File: src/rtl/wb_arbiter.sv
// Write-back arbiter: two one-entry result buffers drained oldest-first onto
// a single register file write port, with forwarding and a conflict counter.
module wb_arbiter #(
    parameter int ADDR_W = 5,
    parameter int DATA_W = 32,
    parameter int CNT_W  = 16
) (
    input  logic              clk,
    input  logic              rst,
    input  logic              req0_valid,
    input  logic [ADDR_W-1:0] req0_addr,
    input  logic [DATA_W-1:0] req0_data,
    output logic              req0_ready,
    input  logic              req1_valid,
    input  logic [ADDR_W-1:0] req1_addr,
    input  logic [DATA_W-1:0] req1_data,
    output logic              req1_ready,
    output logic              write_enable,
    output logic [ADDR_W-1:0] write_addr,
    output logic [DATA_W-1:0] write_data,
    input  logic [ADDR_W-1:0] query_addr,
    output logic              query_hit,
    output logic [DATA_W-1:0] query_data,
    output logic [CNT_W-1:0]  conflict_cnt
);
    logic [1:0]        buf_v;
    logic [ADDR_W-1:0] buf_addr [2];
    logic [DATA_W-1:0] buf_data [2];
    logic              old1;
    logic [1:0]        grant;
    logic [1:0]        load;
    logic [1:0]        match;

    always_comb begin
        grant[0] = buf_v[0] && (!buf_v[1] || !old1);
        grant[1] = buf_v[1] && (!buf_v[0] || old1);
    end

    assign req0_ready = !buf_v[0] || grant[0];
    assign req1_ready = !buf_v[1] || grant[1];

    // x0 results are acknowledged but never buffered.
    assign load[0] = req0_valid && req0_ready && (req0_addr != '0);
    assign load[1] = req1_valid && req1_ready && (req1_addr != '0);

    always_comb begin
        write_enable = 1'b0;
        write_addr   = '0;
        write_data   = '0;
        if (grant[0]) begin
            write_enable = 1'b1;
            write_addr   = buf_addr[0];
            write_data   = buf_data[0];
        end else if (grant[1]) begin
            write_enable = 1'b1;
            write_addr   = buf_addr[1];
            write_data   = buf_data[1];
        end
    end

    // On a double match the younger entry holds the newer value.
    always_comb begin
        match[0]   = buf_v[0] && (buf_addr[0] == query_addr) && (query_addr != '0);
        match[1]   = buf_v[1] && (buf_addr[1] == query_addr) && (query_addr != '0);
        query_hit  = |match;
        query_data = '0;
        if (match[0] && match[1])
            query_data = old1 ? buf_data[0] : buf_data[1];
        else if (match[0])
            query_data = buf_data[0];
        else if (match[1])
            query_data = buf_data[1];
    end

    always_ff @(posedge clk or posedge rst) begin
        if (rst) begin
            buf_v        <= '0;
            buf_addr[0]  <= '0;
            buf_addr[1]  <= '0;
            buf_data[0]  <= '0;
            buf_data[1]  <= '0;
            old1         <= 1'b0;
            conflict_cnt <= '0;
        end else begin
            if (load[0]) begin
                buf_v[0]    <= 1'b1;
                buf_addr[0] <= req0_addr;
                buf_data[0] <= req0_data;
            end else if (grant[0]) begin
                buf_v[0] <= 1'b0;
            end
            if (load[1]) begin
                buf_v[1]    <= 1'b1;
                buf_addr[1] <= req1_addr;
                buf_data[1] <= req1_data;
            end else if (grant[1]) begin
                buf_v[1] <= 1'b0;
            end

            if (load[0] && load[1])
                old1 <= 1'b0;
            else if (load[0] && buf_v[1] && !grant[1])
                old1 <= 1'b1;
            else if (load[1] && buf_v[0] && !grant[0])
                old1 <= 1'b0;

            if (buf_v[0] && buf_v[1] && (conflict_cnt != '1))
                conflict_cnt <= conflict_cnt + 1'b1;
        end
    end
endmodule

File: config.mk
export PLATFORM = sky130hd
export DESIGN_NAME = wb_arbiter
export DESIGN_NICKNAME = d
export VERILOG_FILES = /design/src/rtl/wb_arbiter.sv
export SDC_FILE = /design/constraint.sdc
export NUM_CORES = 1
export LEC_CHECK = 0
export CELL_PAD_IN_SITES_DETAIL_PLACEMENT = 1
export CELL_PAD_IN_SITES_GLOBAL_PLACEMENT = 2
export CORE_UTILIZATION = 29
export CTS_BUF_LIST = sky130_fd_sc_hd__clkbuf_4
export DETAILED_ROUTE_END_ITERATION = 7
export PLACE_DENSITY_LB_ADDON = 0.12
export SETUP_SLACK_MARGIN = 0.2
export SLEW_MARGIN = 10
export SYNTH_ARGS = -nofsm -noshare
export SYNTH_HDL_FRONTEND = slang
export SYNTH_SLANG_ARGS = --single-unit
File: constraint.sdc
create_clock -name clk -period 3.95 [get_ports clk]
set_input_delay 1.185 -clock clk [delete_from_list [all_inputs] [get_ports clk]]
set_output_delay 1.185 -clock clk [all_outputs]
set_load 0.01 [all_outputs]
==> Yosys cells after proc, flatten, opt, wreduce, memory -nomap -nowiden <==
Index checks and enable logic that the tools add are counted.
{ "classes": {"n_eq_ne": 3, "n_reduce_logical": 34, "mux": 17, "addsub": 1} }
{ "ops": {"columns": ["operator", "n"], "rows": [
  ["32-bit 2-to-1 mux", 6],
  ["1-bit logical AND", 18],
  ["16-bit by 1-bit adder with 16-bit output, second input constant", 1],
  ["16-bit != test, second input constant", 1],
  ["5-bit nonzero test", 3],
  ["5-bit == test", 2],
  ["5-bit 2-to-1 mux", 2],
  ["1-bit 2-to-1 mux", 9],
  ["1-bit logical NOT", 5],
  ["1-bit logical OR", 4],
  ["2-bit nonzero test", 2],
  ["3-bit nonzero test", 1],
  ["2-bit OR reduction", 1]
]} }
{ "totals": {"wordCells": 63, "register_bits": 93, "output_inout_bits": 89, "input_bits": 83} }

==> Depth between registers and ports, before layout <==
Gate-level depths: netlist of the first run.
{ "logic_depth": {"depth_word": 11, "mapped_depth": 6, "mapped_depth_nobuf": 5} }

==> Worst setup path before layout of the first run <==
Ideal clock, no wire load.
{ "synth_path": {"path_kind": "in2out", "from": "in query_addr[1]", "to": "out query_data[10]", "path_slack_ps": 345, "required_ps": 2765, "stages": 5, "path_buffers": 1, "arrival_ps": 2420, "path_cell_list": "xor2_1 > a211o_1 > o311a_4 > buf_6 > a22o_1"} }
{ "synth_via": {"elab_chain_len": 6, "word_cells_on_any_way": 11, "classes_between": "eq/ne: 2; mux: 3; reduce/logical: 6"} }
{ "synth_lines": {"columns": ["element", "line_no", "rtl"], "rows": [
  ["from (decl)", "21", "input logic [ADDR_W-1:0] query_addr,"],
  ["5-bit == test", "64", "match[1] = buf_v[1] && (buf_addr[1] == query_addr) && (query_addr != '0);"],
  ["1-bit logical AND (2 in series)", "64", null],
  ["32-bit 2-to-1 mux", "71", "else if (match[1])"],
  ["32-bit 2-to-1 mux", "69", "else if (match[0])"],
  ["32-bit 2-to-1 mux (*)", "67", "if (match[0] && match[1])"],
  ["to (decl)", "23", "output logic [DATA_W-1:0] query_data,"]
]} }
Mark *: on every way between the ends. The rest lies on a longest branch, timed or not.

==> Final worst setup path of the first run <==
Same ends and word-level chain as after synthesis.

==> impl_metrics.env, run 1 <==
export IMPL_syn_area_per_cell_sq_um=13.4
export IMPL_r2r_cells=4
export IMPL_fin_crit_ns=4.03
export IMPL_num_nets_final=628
export IMPL_outcome="complete, but fails checks"
export IMPL_area_delta_synth_final_pct=53.5
export IMPL_grt_max_degree=56
export IMPL_cts_made_buffers=9
export IMPL_drv_cap=0
export IMPL_routed_wl_microns=15500
export IMPL_r2r_end="buf_data[44]"
export IMPL_fp_row_count=45
export IMPL_clkTransAtPathRegs_ns=0.14
export IMPL_synth_xor_xnor_area_share_pct=4.53
export IMPL_clk_latency_ns=0.47
export IMPL_cp_required_ns=2.76
export IMPL_synth_cell_type_count=43
export IMPL_clock_skew_ns=0.0122
export IMPL_ys_seq_area_share_pct=50.2
export IMPL_vdd_drop_max_uv=177
export IMPL_hpwl_microns=9960
export IMPL_crit_path_start_kind="primary input"
export IMPL_syn_cell_area_sq_um=4640
export IMPL_path_class="primary input to output pin"
export IMPL_synthFlopType="dfrtp_1"
export IMPL_dr_total_vias=3790
export IMPL_worstMarginPinSlew_ns=0.512
export IMPL_ios=172
export IMPL_firstDrtPassIters=4
export IMPL_synth_edf_count=0
export IMPL_clk_path_buf_depth=2
export IMPL_crit_path_end_kind="output pin"
export IMPL_violations="setup timing"
export IMPL_yosysWarnings=0
export IMPL_slew_viol_final=0
export IMPL_final_util_pct=46.1
export IMPL_ys_ff_latch=93
export IMPL_die_y_microns=128
export IMPL_drive_above_1_share_pct=32.1
export IMPL_holdPathEnd="conflict_cnt[14]"
export IMPL_fp_dieW_microns=128
export IMPL_setup_tns_ns=-1.38
export IMPL_fp_coreArea_sq_um=15400
export IMPL_setup_viol=32
export IMPL_critPathMaxFanout=5
export IMPL_dieArea_sq_um=16500
export IMPL_antenna_found_initial=1
export IMPL_grt_pass1_wl_microns=23500
export IMPL_synthArstFlopShare_pct=100
export IMPL_antenna_left=0
export IMPL_viasPerCell=4.98
export IMPL_hp_class="flop to flop"
export IMPL_clock_sinks=93
export IMPL_drt_iter0_markers=116
export IMPL_grt_use_total_pct=19.1
export IMPL_grt_pass1_vias=4158
export IMPL_rr_startpoint="old1"
export IMPL_timing_slew_headroom_pct=65.9
export IMPL_nFillCells=1644
export IMPL_p_leak_nw=3.03
export IMPL_gr_total_overflow=0
export IMPL_synth_top_family_by_area="multiplexers"
export IMPL_cts_hold_buffers_added=0
export IMPL_post_drt_wl_per_cell_microns=20.4
export IMPL_critPathArrivalTime_ns=2.84
export IMPL_start_util_pct=30.1
export IMPL_root_buffer="clkbuf_4"
export IMPL_rsz0062_at_grt="true"
export IMPL_final_hold_viol_count=0
export IMPL_hold_depth=1
export IMPL_port_buffers=171
export IMPL_post_place_ws_ns=-0.850
export IMPL_h_tree_depth=3
export IMPL_min_from="conflict_cnt[14]"
export IMPL_fin_crit_sh_pct=102
export IMPL_synthMuxAreaShare_pct=18.5
export IMPL_drc=0
export IMPL_rrSetupSlack_ns=1.94
export IMPL_clock_fmax_mhz=248
export IMPL_place_congestion=0.727
export IMPL_power_density_nw_per_um2=532
export IMPL_cts_tree="built"
export IMPL_post_synth_and_or_nand_nor_area_fraction_pct=5.99
export IMPL_synthAdderAreaFrac_pct=0.270
export IMPL_setup_ws_ns=-0.0792
export IMPL_synth_compound_area_share_pct=16.6
export IMPL_synth_cells=346
export IMPL_syn_nets=430
[cells in the mapped netlist, types with 2 or more instances]
master	n	share of area (%)
dfrtp_1	93	50
a22o_1	69	13
mux2_2	65	16
xnor2_1	12	2.3
xor2_1	12	2.3
nand2_1	10	0.81
buf_6	7	1.7
mux2_4	7	2.3
nand3_1	7	0.76
nand4_1	6	0.81
buf_4	5	0.81
and4_1	4	0.76
buf_2	4	0.43
inv_1	4	0.32
a21oi_1	3	0.32
clkbuf_1	3	0.24
nor3_1	3	0.32
a32o_1	2	0.43
and3_1	2	0.27
mux2_1	2	0.49
nor2_1	2	0.16
o21ai_0	2	0.22
or4_1	2	0.32
[stage by stage]
step	std cells	power [W]	cell area, sq um	hold WS, ns
3_5_place_dp	724	0.00310	6690	0.492
4_1_cts	756	0.00382	7030	0.510
5_1_grt	761	0.00400	7120	0.539
6_report	761	0.00379	7120	0.514
3_3_place_gp	724	0.00307	6690	0.483
2_1_floorplan	346	0.00223	4640	0.488
[how the worst max path moves through the flow]
stage / start / end / slack [ns] / cells past startpoint
after floorplan: rst / buf_addr[0] / 0.34 / 1
after global placement: query_addr[3] / query_data[12] / -0.83 / 7
after detailed placement: query_addr[3] / query_data[12] / -0.85 / 7
after CTS: query_addr[1] / query_data[2] / -0.05 / 9
after global routing: query_addr[1] / query_data[4] / -0.13 / 10
final: query_addr[1] / query_data[10] / -0.08 / 10
[layout make-up]
| type | count | area [sq um] | share of cell area [%] |
|---|---|---|---|
| sequential | 93 | 2330 | 32.7 |
| tap | 211 | 264 | 3.71 |
| timing repair buffer | 207 | 2090 | 29.4 |
| multi-input combinational | 228 | 2230 | 31.3 |
| inverter | 5 | 21.3 | 0.299 |
| antenna | 1 | 2.50 | 0.0351 |
| clock buffer | 11 | 82.6 | 1.16 |
| clock inverter | 5 | 98.8 | 1.39 |
[critical path: stages]
cell and delay [ns]:
buf_8 0.11, nor4_4 0.38, a211oi_4 0.14, buf_4 0.17, o311a_4 0.13, buf_6 0.13, buf_12 0.12, clkbuf_16 0.14
a22o_1 0.20, buf_2 0.14
[where the power goes]
part / internal [W] / total [W] / switching [W]
clock: 0.000332 / 0.000664 / 0.000332
combinational: 0.000978 / 0.00169 / 0.000707
sequential: 0.00119 / 0.00144 / 0.000249
total: 0.00250 / 0.00379 / 0.00129
[metal layers]
| layer | vias up | global-route usage [%] | routed length, microns |
|---|---|---|---|
| li1 | 1719 | - | - |
| met1 | 1921 | 23.7 | 6600 |
| met2 | 129 | 32.3 | 7680 |
| met3 | 21 | 4.53 | 940 |
| met4 | 0 | 7.20 | 307 |
| met5 | - | 0 | 0 |
[cells in the final DEF (no fill, tap or decap), types with 3 or more instances in the layout]
cell and n:
a22o_1 69, and4_1 4, buf_12 8, buf_16 5, buf_2 31, buf_4 15
buf_6 10, bufinv_16 3, clkbuf_4 11, clkdlybuf4s50_1 133, dfrtp_1 93, inv_1 3
mux2_2 65, mux2_4 7, nand2_1 10, nand3_1 7, nand4_1 6, nor3_1 3
xnor2_1 11, xor2_1 9
[flip-flops by register name (all words and copies together) (netlist names)]
name,count
buf_data,64
buf_v,2
conflict_cnt,16
buf_addr,10
old1,1
[cell families (layout without fill, tap and decap cells)]
| family | count (synthesis) | in the layout |
|---|---|---|
| compound gates | 85 | 85 |
| xor+xnor | 24 | 24 |
| fa+ha+maj | 1 | 1 |
| buf+inv | 25 | 228 |
| flops | 93 | 93 |
| mux | 74 | 74 |
| other cells | 0 | 1 |
| simple gates | 44 | 44 |
[timing repair]
item,in CTS,in global routing
pin swaps,15,14
setup endpoints to repair,46,57
setup buffers,11,2
gates resized for setup,176,8
cloned,5,2
Power figures use the tool's default switching activity.
==> run 2, diff against run 1 <==
--- a/config.mk
+++ b/config.mk
@@ -16,3 +16,4 @@
 export SYNTH_ARGS = -nofsm -noshare
 export SYNTH_HDL_FRONTEND = slang
 export SYNTH_SLANG_ARGS = --single-unit
+export TNS_END_PERCENT = 50
==> run 2 against run 1 <==
Net effect:
- the run still ends with setup timing left
- wire length barely moved
- hold slack did not move
- final cell count did not move
- clock skew fell by 0.00063 ns
- largest cell class unchanged
==> impl_metrics.env, run 2 (synthesized netlist as in run 1, its figures left out) <==
export IMPL_outcome="complete, but fails checks"
export IMPL_violations="setup timing"
export IMPL_rsz0062_at_grt="true"
export IMPL_power_density_nw_per_um2=532
export IMPL_port_buffers=171
export IMPL_num_nets_final=628
export IMPL_antenna_left=0
export IMPL_final_cell_count_no_fill=761
export IMPL_clk_latency_ns=0.47
export IMPL_grt_max_degree=56
export IMPL_holdPathEnd="conflict_cnt[14]"
export IMPL_p_leak_nw=3.03
export IMPL_critPathArrivalTime_ns=2.84
export IMPL_rr_startpoint="old1"
export IMPL_min_from="conflict_cnt[14]"
export IMPL_final_cell_mix="133 x clkdlybuf4s50_1, 93 x dfrtp_1, 69 x a22o_1"
export IMPL_drive_above_1_share_pct=32.1
export IMPL_antenna_found_initial=1
export IMPL_start_util_pct=30.1
export IMPL_post_drt_wl_per_cell_microns=20.4
export IMPL_clock_sinks=93
export IMPL_cp_cell_sequence="buf_8, nor4_4, a211oi_4, buf_4, o311a_4, buf_6, buf_12, clkbuf_16, a22o_1, buf_2"
export IMPL_viasPerCell=4.97
export IMPL_path_class="primary input to output pin"
export IMPL_vdd_drop_max_uv=177
export IMPL_die_y_microns=128
export IMPL_final_hold_viol_count=0
export IMPL_place_congestion=0.727
export IMPL_reg_largest_list="buf_data (64), conflict_cnt (16), buf_addr (10)"
export IMPL_r2r_end="buf_data[44]"
export IMPL_gr_total_overflow=0
export IMPL_slew_viol_final=0
export IMPL_clkTransAtPathRegs_ns=0.14
export IMPL_clk_path_buf_depth=2
export IMPL_worstMarginPinSlew_ns=0.512
export IMPL_drt_iter0_markers=127
export IMPL_dieArea_sq_um=16500
export IMPL_rrSetupSlack_ns=1.94
export IMPL_dp_cells=724
export IMPL_grt_use_total_pct=19.1
export IMPL_cp_required_ns=2.76
export IMPL_area_delta_synth_final_pct=53.5
export IMPL_clock_fmax_mhz=248
export IMPL_fin_crit_sh_pct=102
export IMPL_critPathTopFamily="buffers and inverters"
export IMPL_setup_viol=32
export IMPL_drv_cap=0
export IMPL_post_place_ws_ns=-0.850
export IMPL_routed_wl_microns=15500
export IMPL_crit_path_max_incr_delay_ns=0.38
export IMPL_setup_ws_ns=-0.0792
export IMPL_critPathMaxFanout=5
export IMPL_h_tree_depth=3
export IMPL_crit_path_start_kind="primary input"
export IMPL_cts_hold_buffers_added=0
export IMPL_cts_made_buffers=9
export IMPL_cts_tree="built"
export IMPL_root_buffer="clkbuf_4"
export IMPL_hold_depth=1
export IMPL_setup_tns_ns=-1.37
export IMPL_ios=172
export IMPL_fin_crit_ns=4.03
export IMPL_firstDrtPassIters=6
export IMPL_hp_class="flop to flop"
export IMPL_fp_coreArea_sq_um=15400
export IMPL_layout_commonest_cell="clkdlybuf4s50_1"
export IMPL_clock_skew_ns=0.0116
export IMPL_cp_slowest_cell="nor4_4"
export IMPL_timing_slew_headroom_pct=65.9
export IMPL_largest_reg_flops=64
export IMPL_crit_path_end_kind="output pin"
export IMPL_dr_total_vias=3780
export IMPL_grt_pass1_wl_microns=23500
export IMPL_path_buf_inv=6
export IMPL_fp_dieW_microns=128
export IMPL_grt_pass1_vias=4158
export IMPL_hpwl_microns=9960
export IMPL_r2r_cells=4
export IMPL_regMostFlops="buf_data"
export IMPL_drc=0
export IMPL_fp_row_count=45
[run 2: what timing repair did]
| action | CTS | global route |
|---|---|---|
| pin swaps | 18 | 17 |
| endpoints found under the hold margin | 0 | 0 |
| setup endpoints to repair | 46 | 57 |
| resized for setup | 176 | 8 |
| gates cloned | 5 | 2 |
| setup buffers | 11 | 2 |
[run 2: final cells by class]
cell class	instances	area (sq um)
Tap cell	211	264
Multi-Input combinational cell	228	2230
Fill cell	1644	8310
Clock inverter	5	98.8
Sequential cell	93	2330
Timing Repair Buffer	207	2090
Antenna cell	1	2.50
Inverter	5	21.3
Clock buffer	11	82.6
[run 2: how the worst max path moves through the flow]
stage / end / cells after the start / from / slack, ns
after floorplan: buf_addr[0] / 1 / rst / 0.34
after global placement: query_data[12] / 7 / query_addr[3] / -0.83
after detailed placement: query_data[12] / 7 / query_addr[3] / -0.85
after CTS: query_data[2] / 9 / query_addr[1] / -0.05
after global routing: query_data[4] / 10 / query_addr[1] / -0.13
final: query_data[10] / 10 / query_addr[1] / -0.08
[run 2: report_power, final]
group	leakage [nW]	internal, W	switching (W)
clock network	0.0985	0.000332	0.000332
logic	1.82	0.000978	0.000708
registers	1.11	0.00119	0.000249
[run 2: through the flow]
step / util [%] / instance area (sq um) / power, W / hold slack (ns)
after floorplan: - / 4640 / 0.00223 / 0.488
after global placement: 43.4 / 6690 / 0.00307 / 0.483
after detailed placement: 43.4 / 6690 / 0.00310 / 0.492
after CTS: 45.6 / 7030 / 0.00382 / 0.510
after global routing: 46.1 / 7120 / 0.00400 / 0.539
final: 46.1 / 7120 / 0.00379 / 0.514
[run 2: layer usage]
metal  part of all wire (%)  global-route usage (%)  wire length [microns]  up-vias
li1                       -                       -                      -     1719
met1                     42                    23.7                   6580     1909
met2                     49                    32.3                   7690      133
met3                    6.3                    4.53                    985       19
met4                    1.9                    7.20                    289        0
met5                      0                       0                      0        -
[run 2: worst reg2reg max path, cell delays in order (launching register included)]
cell	delay [ns]
dfrtp_1	0.62
nand3_1	0.34
o211ai_4	0.32
buf_12	0.26
mux2_2	0.37
==> run 3, diff against run 2 <==
--- a/config.mk
+++ b/config.mk
@@ -10,6 +10,7 @@
 export CORE_UTILIZATION = 29
 export CTS_BUF_LIST = sky130_fd_sc_hd__clkbuf_4
 export DETAILED_ROUTE_END_ITERATION = 7
+export GPL_TIMING_DRIVEN = 0
 export PLACE_DENSITY_LB_ADDON = 0.12
 export SETUP_SLACK_MARGIN = 0.2
 export SLEW_MARGIN = 10
==> run 3 against run 2 <==
Net effect:
- the run now ends clean
- sequential power is essentially flat
- flip-flop and latch count did not move
- global-route usage down 0.46 points
- clock skew increased by 0.00089 ns
==> impl_metrics.env, run 3 (synthesized netlist as in run 1, its figures left out) <==
export IMPL_area_delta_synth_final_pct=49.9
export IMPL_final_cell_mix="133 x clkdlybuf4s50_1, 91 x dfrtp_1, 69 x a22o_1"
export IMPL_cts_made_buffers=9
export IMPL_reg_largest_list="buf_data (64), conflict_cnt (16), buf_addr (10)"
export IMPL_drv_cap=0
export IMPL_h_tree_depth=3
export IMPL_placed_cell_area_sq_um=6640
export IMPL_place_congestion=0.708
export IMPL_clkTransAtPathRegs_ns=0.13
export IMPL_antenna_left=0
export IMPL_drc=0
export IMPL_antenna_found_initial=1
export IMPL_cts_tree="built"
export IMPL_power_density_nw_per_um2=521
export IMPL_clock_fmax_mhz=256
export IMPL_clock_skew_ns=0.0125
export IMPL_post_place_ws_ns=-0.948
export IMPL_vdd_drop_max_uv=231
export IMPL_num_nets_final=627
export IMPL_cp_required_ns=2.76
export IMPL_ios=172
export IMPL_grt_max_degree=48
export IMPL_regMostFlops="buf_data"
export IMPL_post_drt_wl_per_cell_microns=19.4
export IMPL_design_area_sq_um=6950
export IMPL_grt_pass1_vias=4125
export IMPL_layout_commonest_cell="clkdlybuf4s50_1"
export IMPL_path_class="primary input to output pin"
export IMPL_clk_latency_ns=0.46
export IMPL_crit_path_start_kind="primary input"
export IMPL_fin_crit_sh_pct=98.9
export IMPL_p_leak_nw=2.98
export IMPL_outcome="completed"
export IMPL_grt_use_total_pct=18.7
export IMPL_largest_reg_flops=64
export IMPL_fin_crit_ns=3.91
export IMPL_crit_path_end_kind="output pin"
export IMPL_grt_pass1_wl_microns=23300
export IMPL_setup_ws_ns=0.0435
export IMPL_firstDrtPassIters=4
export IMPL_clock_sinks=93
export IMPL_routed_wl_microns=14700
export IMPL_nFillCells=1659
export IMPL_dieArea_sq_um=16500
export IMPL_critPathMaxFanout=10
export IMPL_hpwl_microns=10300
export IMPL_setup_viol=0
export IMPL_viasPerCell=4.89
export IMPL_gr_total_overflow=0
export IMPL_dr_total_vias=3710
export IMPL_drive_above_1_share_pct=32.4
export IMPL_cts_hold_buffers_added=0
export IMPL_clk_path_buf_depth=2
export IMPL_slew_viol_final=0
export IMPL_timing_slew_headroom_pct=57.4
export IMPL_drt_iter0_markers=86
export IMPL_final_util_pct=45.1
export IMPL_rsz0062_at_grt="true"
export IMPL_fp_dieW_microns=128
export IMPL_final_hold_viol_count=0
export IMPL_port_buffers=171
export IMPL_fp_coreArea_sq_um=15400
export IMPL_root_buffer="clkbuf_4"
export IMPL_worstMarginPinSlew_ns=0.639
export IMPL_start_util_pct=30.1
export IMPL_critPathArrivalTime_ns=2.72
export IMPL_setup_tns_ns=0
export IMPL_hp_class="flop to flop"
export IMPL_die_y_microns=128
export IMPL_fp_row_count=45
-- run 3: cell count changes in the layout (fill, tap and decap cells not counted), sizes merged --
| cell | previous run | this run |
|---|---|---|
| buf | 71 | 69 |
| bufinv | 3 | 1 |
| clkinv | 3 | 2 |
| clkinvlp | 0 | 1 |
| dlygate4sd2 | 0 | 1 |
-- run 3: path summary, 6_finish.rpt --
| path | startpoint | end | slack [ns] | cells past startpoint |
|---|---|---|---|---|
| worst max-delay path | query_addr[2] | query_data[20] | 0.04 | 9 |
| worst min-delay path | conflict_cnt[13] | conflict_cnt[13] | 0.51 | 1 |
| worst max register to register | buf_v[1] | buf_data[6] | 2.08 | 5 |
| worst min register to register | conflict_cnt[13] | conflict_cnt[13] | 0.51 | 1 |
| max in group asynchronous | rst | buf_data[50] | 2.14 | 3 |
| min in group asynchronous | rst | buf_data[2] | 1.16 | 2 |
-- run 3: area by class of cell --
class,count,area (sq um),share of cell area [%]
diodes,1,2.50,0.0360
plain buffers,20,185,2.66
clock buffers,11,82.6,1.19
clock inverters,3,38.8,0.558
inverters,5,25.0,0.360
multi-input cells,228,2210,31.8
flip-flops and latches,93,2330,33.5
well taps,211,264,3.80
repair buffers,186,1810,26.1
-- run 3: per-layer routing --
metal	track usage [%]	vias up	wire length, microns	part of all wire [%]
li1	-	1716	-	-
met1	22.8	1871	6240	43
met2	31.3	114	7260	49
met3	5.86	9	1010	6.8
met4	5.88	0	167	1.1
met5	0	-	0	0
-- run 3: timing repair --
item                       4_1_cts  5_1_grt
gates cloned                     2        0
buffers inserted                 7        5
gates resized for setup        186       15
setup endpoints to repair       70       62
pin swaps                       27        8
-- run 3: critical path, stage by stage --
cell and delay, ns:
buf_8 0.11, xnor2_2 0.14, nand4_1 0.20, buf_4 0.20, a311oi_4 0.28, buf_6 0.18, buf_8 0.14, a22o_1 0.15
buf_2 0.13
-- run 3: stage by stage --
| step | hold slack [ns] | cells | total power [W] |
|---|---|---|---|
| 6_report | 0.508 | 758 | 0.00362 |
| 5_1_grt | 0.542 | 758 | 0.00386 |
| 4_1_cts | 0.516 | 752 | 0.00366 |
| 3_5_place_dp | 0.497 | 729 | 0.00307 |
| 3_3_place_gp | 0.477 | 728 | 0.00304 |
| 2_1_floorplan | 0.488 | 346 | 0.00223 |
-- run 3: power breakdown --
part	switching, W	leakage, nW	internal [W]
clock	0.000311	0.0702	0.000198
sequential	0.000242	1.11	0.00119
combinational	0.000701	1.80	0.000982
